$ cat src/rtl/uart_tx_scheduler.sv
// Round-robin scheduler sharing one UART transmitter among NUM_REQ byte producers.
// Writes the UART control register after reset and on request, and recovers from a stalled TX by timeout.
module uart_tx_scheduler #(
  parameter int         NUM_REQ   = 4,
  parameter logic [7:0] CTRL_INIT = 8'b00000011,
  parameter int         TIMEOUT   = 64
) (
  input  logic                 clk,
  input  logic                 rst,
  input  logic [NUM_REQ-1:0]   req,
  input  logic [8*NUM_REQ-1:0] req_data,
  output logic [NUM_REQ-1:0]   ack,
  output logic [NUM_REQ-1:0]   grant,
  input  logic                 cfg_req,
  input  logic [7:0]           cfg_data,
  output logic                 wr_en,
  output logic [7:0]           control_data,
  output logic                 tx_start,
  output logic [7:0]           tx_data,
  input  logic                 tx_done,
  output logic                 busy,
  output logic                 timeout_err
);

  localparam int IW = (NUM_REQ > 1) ? $clog2(NUM_REQ) : 1;
  localparam int TW = (TIMEOUT > 2) ? $clog2(TIMEOUT) : 1;
  localparam logic [TW-1:0] TMAX = TW'(TIMEOUT - 1);

  typedef enum logic [2:0] {
    S_CFG,
    S_IDLE,
    S_START,
    S_WAIT,
    S_DONE
  } state_t;

  state_t            state_q, state_d;
  logic [IW-1:0]     last_q, last_d;
  logic [IW-1:0]     cur_q, cur_d;
  logic [TW-1:0]     timer_q, timer_d;
  logic [NUM_REQ-1:0] grant_d, ack_d;
  logic              tx_start_d, wr_en_d, terr_d;
  logic [7:0]        ctrl_d, tx_data_d;

  logic [7:0]        byte_arr [NUM_REQ];
  logic [IW-1:0]     win_idx;
  logic              win_found;

  function automatic logic [NUM_REQ-1:0] onehot(input logic [IW-1:0] idx);
    logic [NUM_REQ-1:0] v;
    v      = '0;
    v[idx] = 1'b1;
    return v;
  endfunction

  for (genvar g = 0; g < NUM_REQ; g++) begin : g_bytes
    assign byte_arr[g] = req_data[8*g +: 8];
  end

  // Rotating priority: scan from the requester after the last owner.
  always_comb begin
    int            s;
    logic [IW-1:0] c;
    win_idx   = '0;
    win_found = 1'b0;
    for (int k = 1; k <= NUM_REQ; k++) begin
      s = int'(last_q) + k;
      if (s >= NUM_REQ) s = s - NUM_REQ;
      c = IW'(s);
      if (!win_found && req[c]) begin
        win_found = 1'b1;
        win_idx   = c;
      end
    end
  end

  assign busy = (state_q == S_START) || (state_q == S_WAIT) || (state_q == S_DONE);

  always_comb begin
    state_d    = state_q;
    last_d     = last_q;
    cur_d      = cur_q;
    timer_d    = timer_q;
    grant_d    = grant;
    ack_d      = '0;
    tx_start_d = 1'b0;
    wr_en_d    = 1'b0;
    terr_d     = 1'b0;
    ctrl_d     = control_data;
    tx_data_d  = tx_data;
    case (state_q)
      S_CFG: begin
        wr_en_d = 1'b1;
        ctrl_d  = CTRL_INIT;
        state_d = S_IDLE;
      end
      S_IDLE: begin
        // The cycle carrying a control write does not arbitrate.
        if (!wr_en) begin
          if (cfg_req) begin
            wr_en_d = 1'b1;
            ctrl_d  = cfg_data;
          end else if (win_found) begin
            cur_d      = win_idx;
            grant_d    = onehot(win_idx);
            tx_data_d  = byte_arr[win_idx];
            tx_start_d = 1'b1;
            state_d    = S_START;
          end
        end
      end
      S_START: begin
        timer_d = '0;
        state_d = S_WAIT;
      end
      S_WAIT: begin
        timer_d = timer_q + 1'b1;
        if (tx_done) begin
          ack_d   = onehot(cur_q);
          state_d = S_DONE;
        end else if (timer_q == TMAX) begin
          terr_d  = 1'b1;
          grant_d = '0;
          last_d  = cur_q;
          state_d = S_IDLE;
        end
      end
      S_DONE: begin
        grant_d = '0;
        last_d  = cur_q;
        state_d = S_IDLE;
      end
      default: state_d = S_CFG;
    endcase
  end

  always_ff @(posedge clk) begin
    if (rst) begin
      state_q      <= S_CFG;
      last_q       <= IW'(NUM_REQ - 1);
      cur_q        <= '0;
      timer_q      <= '0;
      grant        <= '0;
      ack          <= '0;
      tx_start     <= 1'b0;
      wr_en        <= 1'b0;
      timeout_err  <= 1'b0;
      control_data <= '0;
      tx_data      <= '0;
    end else begin
      state_q      <= state_d;
      last_q       <= last_d;
      cur_q        <= cur_d;
      timer_q      <= timer_d;
      grant        <= grant_d;
      ack          <= ack_d;
      tx_start     <= tx_start_d;
      wr_en        <= wr_en_d;
      timeout_err  <= terr_d;
      control_data <= ctrl_d;
      tx_data      <= tx_data_d;
    end
  end

endmodule

$ cat config.mk
export PLATFORM = sky130hd
export DESIGN_NAME = uart_tx_scheduler
export DESIGN_NICKNAME = d
export VERILOG_FILES = /design/src/rtl/uart_tx_scheduler.sv
export SDC_FILE = /design/constraint.sdc
export NUM_CORES = 1
export LEC_CHECK = 0
export CORE_UTILIZATION = 40
export DETAILED_ROUTE_END_ITERATION = 7
export PLACE_DENSITY = 0.76
export REMOVE_ABC_BUFFERS = 1
export SLEW_MARGIN = 10
export SYNTH_ARGS = -nofsm -noshare
export SYNTH_HDL_FRONTEND = slang
export SYNTH_SLANG_ARGS = --single-unit
export TNS_END_PERCENT = 20
$ cat constraint.sdc
create_clock -name clk -period 2.17 [get_ports clk]
set_input_delay 0.434 -clock clk [delete_from_list [all_inputs] [get_ports clk]]
set_output_delay 0.434 -clock clk [all_outputs]
set_load 0.02 [all_outputs]
-- After elaboration in Yosys (flattened, before gate mapping)
Index checks and enable logic that the tools add are counted.
- output and inout port bits: 28
- register bits after elaboration: 40
- bits of input ports: 48
- word-level logic and storage cells: 126
- equality and inequality tests: 12
- $lt $le $gt $ge: 13
- add/sub/neg operators: 9
- bitwise operators: 6
- mux-type cells: 51
- reductions and logical operators: 24
- operators with widths (kind ; count):
    two-way mux 8 bit ; 4
    two-way mux 2 bit ; 10
    two-way mux 4 bit ; 5
    < comparator 2 x 3 -> 1 bit, second input constant ; 6
    binary-select mux 8 bit (select 2 bit) ; 1
    one-hot mux 8 bit (2 select lines) ; 1
    two-way mux 3 bit ; 5
    two-way mux 1 bit ; 14
    >= comparator 3 bit, second input constant ; 4
    one-hot mux 3 bit (4 select lines) ; 1
    one-hot mux 4 bit (3 select lines) ; 1
    one-hot mux 6 bit (2 select lines) ; 1
    != test 2 bit, second input constant ; 5
    binary-select mux 1 bit (select 2 bit) ; 4
    AND reduction 4 bit ; 2
    subtractor 2 x 1 -> 2 bit, second input constant ; 4
    adder 2 x 2 -> 3 bit, second input constant ; 2
    adder 6 x 1 -> 6 bit, second input constant ; 1
    == test 3 x 2 -> 1 bit, second input constant ; 2
    == test 6 bit, second input constant ; 1
    AND reduction 3 bit ; 2
    AND reduction 6 bit ; 1
    nonzero test 2 bit ; 3
    OR reduction 3 bit ; 2
    20 further kinds ; 33

-- Depth between registers and ports, before layout
- depth in word-level cells: 23
- gate-level depth with buffers: 7
- gate-level depth less buffers: 6

-- Worst setup path before layout
No wires, ideal clock.
- kind: flip-flop to flip-flop
- from: register state_q[0]
- to: register tx_data[6]
- setup slack: 0.264 ns
- arrival time: 1.771 ns
- library setup time: 0.134 ns
- period minus slack after synthesis: 1.906 ns
- cell stages (with the launch flop): 7
- path buffers: 1
- data required time: 2.036 ns
- cells stage by stage: dfxtp_1 or3b_4 or4_4 nor2b_1 clkbuf_1 nand2_1 o221ai_1
- word-level cells in the longest chain between the ends: 2
- ends and longest elaborated chain (element ; RTL line ; source):
    start, declared ; 37 ; state_t state_q, state_d;
    start signal, assigned ; 151 ; state_q <= state_d;
    == test 3 x 1 -> 1 bit ; 91 ; case (state_q)
    AND reduction 4 bit (no line) ; n/a ;
    end signal, assigned ; 161 ; tx_data <= tx_data_d;
    end, declared ; 19 ; output logic [7:0] tx_data,
No other way between the ends.
A chain may end at the register's enable or synchronous reset.

-- Worst setup path in the final report
- from: register state_q[1]
- to: register tx_data[6]
The elaborated chain is that of the path after synthesis.

==> flow_summary.yaml <==
status:
  status: "completed"
synthesis:
  synth.top_cell.area_share_pct: 45.0
  yosys.area.top_type: "dfxtp_1"
  yosys-top-cells-area: "dfxtp_1 45%, mux2i_1 10%, nand2_1 4.9%"
  synth_seq_cells: 40
  yosysWarnings: 0
  ys_seq_area_share_pct: 45.0
  syn-instance-count: 196
  synth_cell_types: 39
  syn_area_um2: 1780
  syn_area_per_cell_um2: 9.07
finish:
  layout_common_cells: "74 x clkdlybuf4s50_1, 39 x dfxtp_1, 23 x nand2_1"
  final_cells: 340
  area_delta_synth_final_pct: 59.5
  antennaDiodeCount: 0
  num-fill-cells: 334
  final_common_cell: "clkdlybuf4s50_1"
  drive_gt1_share_pct: 12.4
  finalNetCount: 338
  postLayoutCellArea_um2: 2840
sta:
  skew_ps: 3.66
  period_minus_slack_ps: 2000
  slew_headroom_pct: 64.7
  fmax_mhz: 500
  hold_violations: 0
  timing.setup.tns_ps: 0
  min_period_over_period_pct: 92.1
  tightestPinTransition_ps: 529
  rsz0062_at_grt: "false"
  finalSetupViolCount: 0
  holdWs_ps: 471
  finalMaxSlewViolations: 0
detailed_routing:
  wl_met2_um: 2380
  ant_nets: 0
  top_layer: "met4"
  vias: 1769
  avgRoutedWirePerCell_um: 14.2
  viasPerCell: 5.20
  wl_met1_um: 2160
  wl_met3_um: 253
  drtIter0Drc: 119
  drc: 0
  drt_wl_total_um: 4830
  drtPass1Iterations: 4
place:
  dp_cells: 332
  place_area_um2: 2730
  dpl.hpwl_um: 3680
  port_buffers: 75
  place.gp.congestion: 0.775
critical_path:
  critPathMaxFanout: 7
  critPathCaptureType: "flop"
  slowest_stage: "or4_4"
  max_stage_delay_ps: 530
  worstSetupStartpointType: "flop"
  crit_type: "flop to flop"
  crit_chain: "or3b_4 -> or4_4 -> nor2_4 -> nand2b_1 -> buf_4 -> o221ai_1"
  reg2regPathDepth: 6
  crit_required_ps: 2380
  timing.rr.end: "tx_data[6]"
  worstPathArrival_ps: 2210
  crit_family: "simple AND/OR/NAND/NOR gates"
  crit_buf_inv: 1
  r2r-start: "state_q[1]"
  rrSetupSlack_ps: 170
hold_path:
  hold_path_depth: 2
  hold_class: "flop to flop"
  hp-start: "tx_data[5]"
  min_to: "tx_data[5]"
clocking:
  cts_root_buf: "clkbuf_8"
  cts_max_path_buffers: 2
  path_clk_slew_ps: 80
  clock_latency_ps: 290
  cts_buffers: 5
  post_cts_buffers: 0
  cts-htree-levels: 2
  cts_tree: "yes"
  cts.sinks: 40
die:
  initial_core_util_pct: 42.9
  rows: 23
  die_w_um: 68.7
  core_area_um2: 4140
  ioPinCount: 76
  die_h_um: 68.7
  die-area_um2: 4720
power:
  seqPwrFrac_pct: 44.6
  vdd_ir_drop_max_v: 0.000416
  clockPowerShare_pct: 34.5
  power_leakage_uw: 0.00117
  p_int_uw: 1310
  power.total_uw: 1750
  power.switching_uw: 445
  p_per_area_nw_per_um2: 619
  comb_power_share_pct: 20.9
  swShare_pct: 25.3
global_route:
  grt_remaining_overflow: 0
  grt_max_degree: 20
  grt_pass1_vias: 1690
  grt_usage_pct: 21.9
  grt_pass1_wl_um: 7610
  antenna_found_initial: 0
run:
  drv_cap: 0
-- power groups by stage --
stage                     Combinational, uW  Sequential [uW]  Clock, uW
final                                   367              782        606
after global routing                    394              786        653
after CTS                               368              781        614
after detailed placement                367              798          0
after global placement                  361              798          0
after floorplan                         125              827          0
-- worst max-delay path by stage --
stage                    start         end  cells past startpoint
CTS                 state_q[2]        busy                      4
detailed placement      req[1]  tx_data[6]                      8
global route            req[0]  tx_data[2]                      7
floorplan           state_q[0]    grant[0]                      5
finish              state_q[1]  tx_data[6]                      6
global placement        req[3]    grant[1]                      8
-- flip-flops by register name (all words and copies together), names as in the netlist --
| register | flops |
|---|---|
| control_data | 8 |
| last_q | 2 |
| tx_data | 8 |
| ack | 4 |
| timer_q | 6 |
| cur_q | 2 |
| tx_start | 1 |
| state_q | 3 |
| timeout_err | 1 |
| grant | 4 |
| wr_en | 1 |
-- per-stage QoR --
stage	worst slack, ps	util, %
3_5_place_dp	-101	65.8
4_1_cts	39.5	68.4
6_report	171	68.4
5_1_grt	56.4	68.4
3_3_place_gp	-64.3	65.8
2_1_floorplan	98.2	-
-- cell type report --
cell class                 count  area (um2)  share of cell area (%)
timing repair buffer          95         928                    32.7
multi-input combinational    143         921                    32.5
sequential                    40         802                    28.3
clock buffer                   6        72.6                    2.56
tap                           50        62.6                    2.21
clock inverter                 2        35.0                    1.24
inverter                       4        15.0                   0.529
-- cells in the mapped netlist, drive strengths merged --
| master | instances |
|---|---|
| buf | 1 |
| o221ai | 8 |
| o221a | 1 |
| nand2 | 24 |
| nand3b | 1 |
| ha | 1 |
| a211o | 2 |
| nor4 | 3 |
| a311oi | 1 |
| or4 | 2 |
| o2bb2ai | 2 |
| nor3 | 10 |
| nor2b | 6 |
| or2 | 1 |
| inv | 4 |
| clkbuf | 8 |
| and2 | 2 |
| o21a | 1 |
| or3b | 1 |
| nor3b | 1 |
| o21ai | 3 |
| nand4 | 1 |
| dfxtp | 40 |
| a31oi | 1 |
| a22oi | 7 |
| mux2i | 18 |
| a21o | 1 |
| a2bb2o | 2 |
| and4 | 1 |
| nand2b | 3 |
| nor2 | 18 |
| and3 | 1 |
| nand3 | 3 |
| a21oi | 17 |
-- logic make-up (layout without fill, tap and decap cells) --
family                     after synthesis  count (layout)  share of synthesized area, %
and+or+nand+nor                         78              78                          22.1
AOI/OAI and AO/OA                       46              46                          18.9
DFF                                     40              40                          45.0
muxes                                   18              18                          10.1
buffers and inverters                   13             107                          3.17
adders and majority gates                1               1                         0.704
-- worst register-to-register path, stage by stage, from the launching register on --
cell	delay (ps)
dfxtp_1	360
or3b_4	450
or4_4	530
nor2_4	130
nand2b_1	90
buf_4	170
o221ai_1	200
-- what timing repair did --
action | in CTS | in global routing
gates resized for setup | 1 | 1
gates cloned | 0 | 0
endpoints found under the hold margin | 0 | 0
setup endpoints to repair | 1 | 1
hold buffers | 0 | 0
-- layer usage --
layer,up-vias,GRT usage (%)
li1,895,-
met5,-,0
met4,0,4.17
met1,825,28.4
met3,4,7.40
met2,45,35.2
No activity file was read; power rests on OpenSTA's default activity.
